## src/rtl/dcache_line_fill_if.sv

```systemverilog
// Memory read port between the line-fill engine and the external memory.
// The fill engine is the master: it holds a request and address until a valid data beat arrives.
interface dcache_line_fill_if #(
  parameter int ADDRBITS = 32,
  parameter int DATABITS = 32
);
  logic                mem_rd_req;
  logic [ADDRBITS-1:0] mem_addr;
  logic                mem_rd_valid;
  logic [DATABITS-1:0] mem_rdata;

  modport master (output mem_rd_req, mem_addr, input  mem_rd_valid, mem_rdata);
  modport slave  (input  mem_rd_req, mem_addr, output mem_rd_valid, mem_rdata);
endinterface

```

## src/rtl/dcache_line_fill.sv

```systemverilog
// Dcache line-fill responder: reads one aligned line from memory into the victim's data RAM,
// then commits its tag/valid bit. All outputs are registered.
module dcache_line_fill #(
  parameter int ADDRBITS      = 32,
  parameter int DATABITS      = 32,
  parameter int LINES         = 4,
  parameter int CACHEADDRBITS = 5,
  parameter int TAGBITS       = ADDRBITS - CACHEADDRBITS - 2
) (
  input  logic                     clk,
  input  logic                     reset_n,
  input  logic [LINES-1:0]         fill_req,
  input  logic [ADDRBITS-1:0]      miss_addr,
  output logic                     fill_busy,
  output logic [LINES-1:0]         fill_done,
  dcache_line_fill_if.master       mem,
  output logic [LINES-1:0]         line_we,
  output logic [CACHEADDRBITS-1:0] line_waddr,
  output logic [DATABITS-1:0]      line_wdata,
  output logic [LINES-1:0]         tag_we,
  output logic [TAGBITS-1:0]       tag_wdata
);

  localparam int                       OFFBITS  = CACHEADDRBITS + 2;
  localparam logic [ADDRBITS-1:0]      OFF_MASK = ADDRBITS'((1 << OFFBITS) - 1);
  localparam logic [CACHEADDRBITS-1:0] LAST_IDX = '1;

  typedef enum logic [2:0] {IDLE, READ, LAST, DONE, COOL} state_t;

  state_t                   state, state_d;
  logic [LINES-1:0]         victim, victim_d;
  logic [ADDRBITS-1:0]      base, base_d;
  logic [TAGBITS-1:0]       tag, tag_d;
  logic [CACHEADDRBITS-1:0] idx, idx_d;

  logic                     fill_busy_d, mem_rd_req_d;
  logic [ADDRBITS-1:0]      mem_addr_d;
  logic [LINES-1:0]         fill_done_d, line_we_d, tag_we_d;
  logic [CACHEADDRBITS-1:0] line_waddr_d;
  logic [DATABITS-1:0]      line_wdata_d;
  logic [TAGBITS-1:0]       tag_wdata_d;
  logic                     beat;

  // Isolates the lowest set bit so a multi-hot request still picks exactly one victim.
  function automatic logic [LINES-1:0] lowest_one(input logic [LINES-1:0] v);
    return v & (~v + LINES'(1));
  endfunction

  assign beat = mem.mem_rd_req && mem.mem_rd_valid;

  always_comb begin
    // NOTE: every signal gets a default before the case so no path leaves it unassigned (no latch).
    state_d      = state;
    victim_d     = victim;
    base_d       = base;
    tag_d        = tag;
    idx_d        = idx;
    mem_rd_req_d = mem.mem_rd_req;
    mem_addr_d   = mem.mem_addr;
    line_waddr_d = line_waddr;
    line_wdata_d = line_wdata;
    line_we_d    = '0;
    fill_done_d  = '0;
    tag_we_d     = '0;
    tag_wdata_d  = '0;

    unique case (state)
      IDLE: begin
        if (|fill_req) begin
          victim_d     = lowest_one(fill_req);
          base_d       = miss_addr & ~OFF_MASK;
          tag_d        = miss_addr[ADDRBITS-1 -: TAGBITS];
          idx_d        = '0;
          mem_rd_req_d = 1'b1;
          mem_addr_d   = miss_addr & ~OFF_MASK;
          state_d      = READ;
        end
      end
      READ: begin
        if (beat) begin
          line_we_d    = victim;
          line_waddr_d = idx;
          line_wdata_d = mem.mem_rdata;
          idx_d        = idx + CACHEADDRBITS'(1);
          mem_addr_d   = base + ADDRBITS'({idx_d, 2'b00});
          if (idx == LAST_IDX) begin
            mem_rd_req_d = 1'b0;
            state_d      = LAST;
          end
        end
      end
      LAST: begin
        fill_done_d = victim;
        tag_we_d    = victim;
        tag_wdata_d = tag;
        state_d     = DONE;
      end
      DONE:    state_d = COOL;
      // Gives the controller's registered fill_req a cycle to observe the now-valid line.
      COOL:    state_d = IDLE;
      default: state_d = IDLE;
    endcase

    fill_busy_d = (state_d != IDLE);
  end

  always_ff @(posedge clk or negedge reset_n) begin
    if (!reset_n) begin
      state          <= IDLE;
      victim         <= '0;
      base           <= '0;
      tag            <= '0;
      idx            <= '0;
      fill_busy      <= 1'b0;
      fill_done      <= '0;
      mem.mem_rd_req <= 1'b0;
      mem.mem_addr   <= '0;
      line_we        <= '0;
      line_waddr     <= '0;
      line_wdata     <= '0;
      tag_we         <= '0;
      tag_wdata      <= '0;
    end else begin
      // NOTE: non-blocking assignments so every register samples the pre-edge values.
      state          <= state_d;
      victim         <= victim_d;
      base           <= base_d;
      tag            <= tag_d;
      idx            <= idx_d;
      fill_busy      <= fill_busy_d;
      fill_done      <= fill_done_d;
      mem.mem_rd_req <= mem_rd_req_d;
      mem.mem_addr   <= mem_addr_d;
      line_we        <= line_we_d;
      line_waddr     <= line_waddr_d;
      line_wdata     <= line_wdata_d;
      tag_we         <= tag_we_d;
      tag_wdata      <= tag_wdata_d;
    end
  end

endmodule
```

## src/flat_wrapper.sv

```systemverilog
// flat-port wrapper written by rule: the top's interface ports become plain ports
module dcache_line_fill_flat 
#(
  parameter int ADDRBITS      = 32,
  parameter int DATABITS      = 32,
  parameter int LINES         = 4,
  parameter int CACHEADDRBITS = 5,
  parameter int TAGBITS       = ADDRBITS - CACHEADDRBITS - 2
)
  (clk, reset_n, fill_req, miss_addr, fill_busy, fill_done, line_we, line_waddr, line_wdata, tag_we, tag_wdata, mem_mem_rd_req, mem_mem_addr, mem_mem_rd_valid, mem_mem_rdata);
  dcache_line_fill_if #(.ADDRBITS(ADDRBITS), .DATABITS(DATABITS)) mem_i ();
  input  logic clk;
  input  logic reset_n;
  input  logic [LINES-1:0] fill_req;
  input  logic [ADDRBITS-1:0] miss_addr;
  output logic fill_busy;
  output logic [LINES-1:0] fill_done;
  output logic [LINES-1:0] line_we;
  output logic [CACHEADDRBITS-1:0] line_waddr;
  output logic [DATABITS-1:0] line_wdata;
  output logic [LINES-1:0] tag_we;
  output logic [TAGBITS-1:0] tag_wdata;
  output wire logic [$bits(mem_i.mem_rd_req)-1:0] mem_mem_rd_req;
  output wire logic [$bits(mem_i.mem_addr)-1:0] mem_mem_addr;
  input wire logic [$bits(mem_i.mem_rd_valid)-1:0] mem_mem_rd_valid;
  input wire logic [$bits(mem_i.mem_rdata)-1:0] mem_mem_rdata;
  assign mem_mem_rd_req = mem_i.mem_rd_req;
  assign mem_mem_addr = mem_i.mem_addr;
  assign mem_i.mem_rd_valid = mem_mem_rd_valid;
  assign mem_i.mem_rdata = mem_mem_rdata;
  dcache_line_fill #(.ADDRBITS(ADDRBITS), .DATABITS(DATABITS), .LINES(LINES), .CACHEADDRBITS(CACHEADDRBITS), .TAGBITS(TAGBITS)) u_core (.clk(clk), .reset_n(reset_n), .fill_req(fill_req), .miss_addr(miss_addr), .fill_busy(fill_busy), .fill_done(fill_done), .mem(mem_i), .line_we(line_we), .line_waddr(line_waddr), .line_wdata(line_wdata), .tag_we(tag_we), .tag_wdata(tag_wdata));
endmodule
```

## config.mk

```make
export PLATFORM = sky130hd
export DESIGN_NAME = dcache_line_fill_flat
export DESIGN_NICKNAME = d
export VERILOG_FILES = /design/src/rtl/dcache_line_fill_if.sv /design/src/rtl/dcache_line_fill.sv /design/src/flat_wrapper.sv
export SDC_FILE = /design/constraint.sdc
export NUM_CORES = 1
export LEC_CHECK = 0
export BUFFER_PORTS_ARGS = -buffer_cell sky130_fd_sc_hd__buf_2
export CAP_MARGIN = 20
export CORE_MARGIN = 5
export CORE_UTILIZATION = 54
export DETAILED_ROUTE_END_ITERATION = 7
export PLACE_DENSITY = 0.85
export SLEW_MARGIN = 20
export SYNTH_ARGS = -nofsm -noshare
export SYNTH_HDL_FRONTEND = slang
export SYNTH_SLANG_ARGS = --single-unit
```

## constraint.sdc

```tcl
create_clock -name clk -period 4.38 [get_ports clk]
set_input_delay 0.438 -clock clk [delete_from_list [all_inputs] [get_ports clk]]
set_output_delay 0.438 -clock clk [all_outputs]
set_load 0.01 [all_outputs]
```

==> key figures <==
Yosys
  • Post-Syn Area: 5410 sq um
  • Synth unique cells: a little over 40
  • Yosys warning total: 0
  • Post-synthesis sequential area ratio: 0.619
  • Post-synth ARST share: 1.00
  • Yosys reg bits: approximately 130
  • Syn avg cell area: around 15 sq um
  • Post-synth EDFFs: 0
  • Ys flop type: dfrtp_1
  • Synth Instances: 350

STA
  • Worst slew margin: 0.356
  • Worst-Margin Slew: 0.964 ns
  • RSZ-0062 raised after global routing: no
  • Maximum operating frequency: 0.358 GHz
  • Final Hold Vio Count: 0
  • Period minus WS final: ~2.8 ns
  • Final setup fails: 0
  • Slew Viols, Final: 0
  • Fin Setup TNS: 0 ns
  • Final Skew: roughly 0.0058 ns
  • Post-route clock period utilization: 0.638

Floorplanning
  • Die Span Y: 110 um
  • Area of the die: 12,100 sq um
  • Ports: roughly 180
  • Starting density of the core: 0.554
  • Row cnt: 36
  • Core ar.: 9770 sq um
  • Die W: ~110 um

Status
  • Status: completed

Setup path
  • Data required, critical path: between 4 and 5 ns
  • Critical Path Fanout Max: 17
  • R2r worst-path depth: 4
  • Setup CP Type: register to register
  • Startpoint class of the critical path: register
  • Crit end category: register
  • Critical path arrival: roughly 3.2 ns
  • Flop2flop setup slack: approximately 1.6 ns

Cells and area
  • Layout cell share with drive strength beyond 1: 0.597
  • Area grow syn2layout: 26.2%
  • Nets@finish: about 600
  • N_diodes: 0
  • Final instance area: ~6800 sq um

Global routing
  • Largest net degree at the start of global routing: 108
  • GR Overflow Total: 0
  • First-pass GRT wire length: approximately 18,000 um
  • GR Util All Layers: 0.196
  • Vias in the first global route: 3,593
  • Initial antenna violation count: 0

Clock network
  • Clock latency on the worst-skew pair: ~0.50 ns
  • Total CTS buffers: 17
  • Post-CTS setup buffer count: 0
  • # hold bufs at CTS: 0
  • CTS tree: yes
  • H-tree depth: 4
  • Clock-pin slew on the worst setup and hold paths: 0.06 ns
  • Clock Sinks: approximately 130
  • Resized Gates After CTS: 0
  • CTS Root Buffer Type: clkbuf_8
  • Maximum clock insertion buffer count: 2

Power and ir drop
  • PD cells: approximately 640 nW/um^2
  • Sequential power share: 0.429
  • Sw Ratio: 0.292
  • Leak Pwr: approximately 0.0034 uW
  • P_sw: 1280 uW
  • Internal: between 3000 and 4000 uW
  • Logic pwr share: 0.284
  • Worst VDD drop: ~0.00036 V
  • Clk pwr share: 0.287

Placement
  • HPWL after DPL: ~8000 um
  • Final GP Congestion: about 0.75
  • Port Buf Inserts: between 150 and 200
  • Placed instance area: about 6300 sq um

Hold path
  • Worst hold path class: input port to asynchronous set/reset pin

Routing
  • Antenna-violating nets left: 0
  • Top Metal Used: met4
  • Vias: ~3,400
  • Router iterations before antenna repair: 4
  • Routed vias/inst: 5.03
  • WL per Instance: between 15 and 20 um
  • Starting DRT DRC Count: around 120
  • Final wirelength: about 11,000 um
  • DR WL met2: roughly 5600 um
  • DRT met1 WL: around 4500 um
  • Metal3 WL: 1160 um
  • DRC: 0

Job
  • Max cap viols: 0
-- layout make-up --
cell class,count,area [sq um]
sequential,134,3350
tap,133,166
clock inverter,13,109
timing repair buffer,173,882
clock buffer,19,432
fill,677,2940
inverter,3,11.3
multi-input combinational,192,1880
-- final timing paths --
check	startpoint	endpoint
max	u_core.state[2]	u_core.mem.mem_addr[25]
min	reset_n	u_core.line_wdata[1]
max reg2reg	u_core.state[2]	u_core.mem.mem_addr[25]
min reg2reg	u_core.line_wdata[26]	u_core.line_wdata[26]
max in group asynchronous	reset_n	u_core.tag[6]
min in group clk	miss_addr[10]	u_core.tag[3]
-- power groups by stage --
| stage | Sequential (uW) | Clock [uW] | Combinational (uW) |
|---|---|---|---|
| after floorplan | 1980 | 0 | 701 |
| after global placement | 1870 | 0 | 1220 |
| after detailed placement | 1900 | 0 | 1270 |
| after CTS | 1890 | 1290 | 1270 |
| after global routing | 1940 | 1360 | 1370 |
| final | 1880 | 1260 | 1250 |
-- flip-flops by register name, summed over array words and instances (netlist names), 5 cells and up --
name and cells:
u_core.mem.mem_addr 26, u_core.tag 25, u_core.tag_wdata 25, u_core.line_waddr 5
u_core.line_wdata 32
-- critical path, cell delays in order (launching register included) --
cell,delay [ns]
dfrtp_1,0.44
or3b_1,0.76
o22ai_4,0.76
buf_4,0.38
mux2_4,0.33
-- placed cells by master, fill, tap and decap left out, drive strengths merged, types with 3 or more instances in the layout --
master and instances:
clkinv 6, o21ai 6, buf 173, dfrtp 134
nor2 3, nand2 3, a21oi 4, and2 33
clkbuf 19, inv 3, clkinvlp 6, mux2 111
-- metrics by stage --
step	power (uW)	cells	setup slack (ns)	hold WS (ns)	utilization
2_1_floorplan	2680	351	2.48	0.142	-
3_3_place_gp	3080	635	1.62	0.476	0.644
3_5_place_dp	3170	635	1.54	0.487	0.644
4_1_cts	4450	667	1.53	0.0869	0.699
5_1_grt	4660	667	1.46	0.134	0.699
6_report	4390	667	1.58	0.0578	0.699
-- layer usage --
metal	vias up	track usage
met5	-	0
met4	0	0.0589
met3	12	0.0705
met2	132	0.334
met1	1653	0.233
li1	1560	-
-- cell usage after synthesis (3+ instances only) --
cell      instances  area share
nand2_1           3      0.0021
mux2_1            4      0.0083
clkbuf_1          4      0.0028
buf_6             5       0.010
a21oi_1           4      0.0037
dfrtp_1         134        0.62
o21ai_0           6      0.0055
mux2_2           90        0.19
inv_1             3      0.0021
mux2_4           17       0.047
and2_1           33       0.038
buf_4            10       0.014
-- logic make-up after synthesis --
family / count (synthesis) / share of synthesized area
other: 1 / 0.000693
AOI/OAI and AO/OA: 19 / 0.0254
DFF: 134 / 0.619
and+or+nand+nor: 56 / 0.0670
buffers and inverters: 25 / 0.0365
adders and majority gates: 2 / 0.00462
muxes: 113 / 0.246
Note: power is estimated with default switching activity, not from simulation.
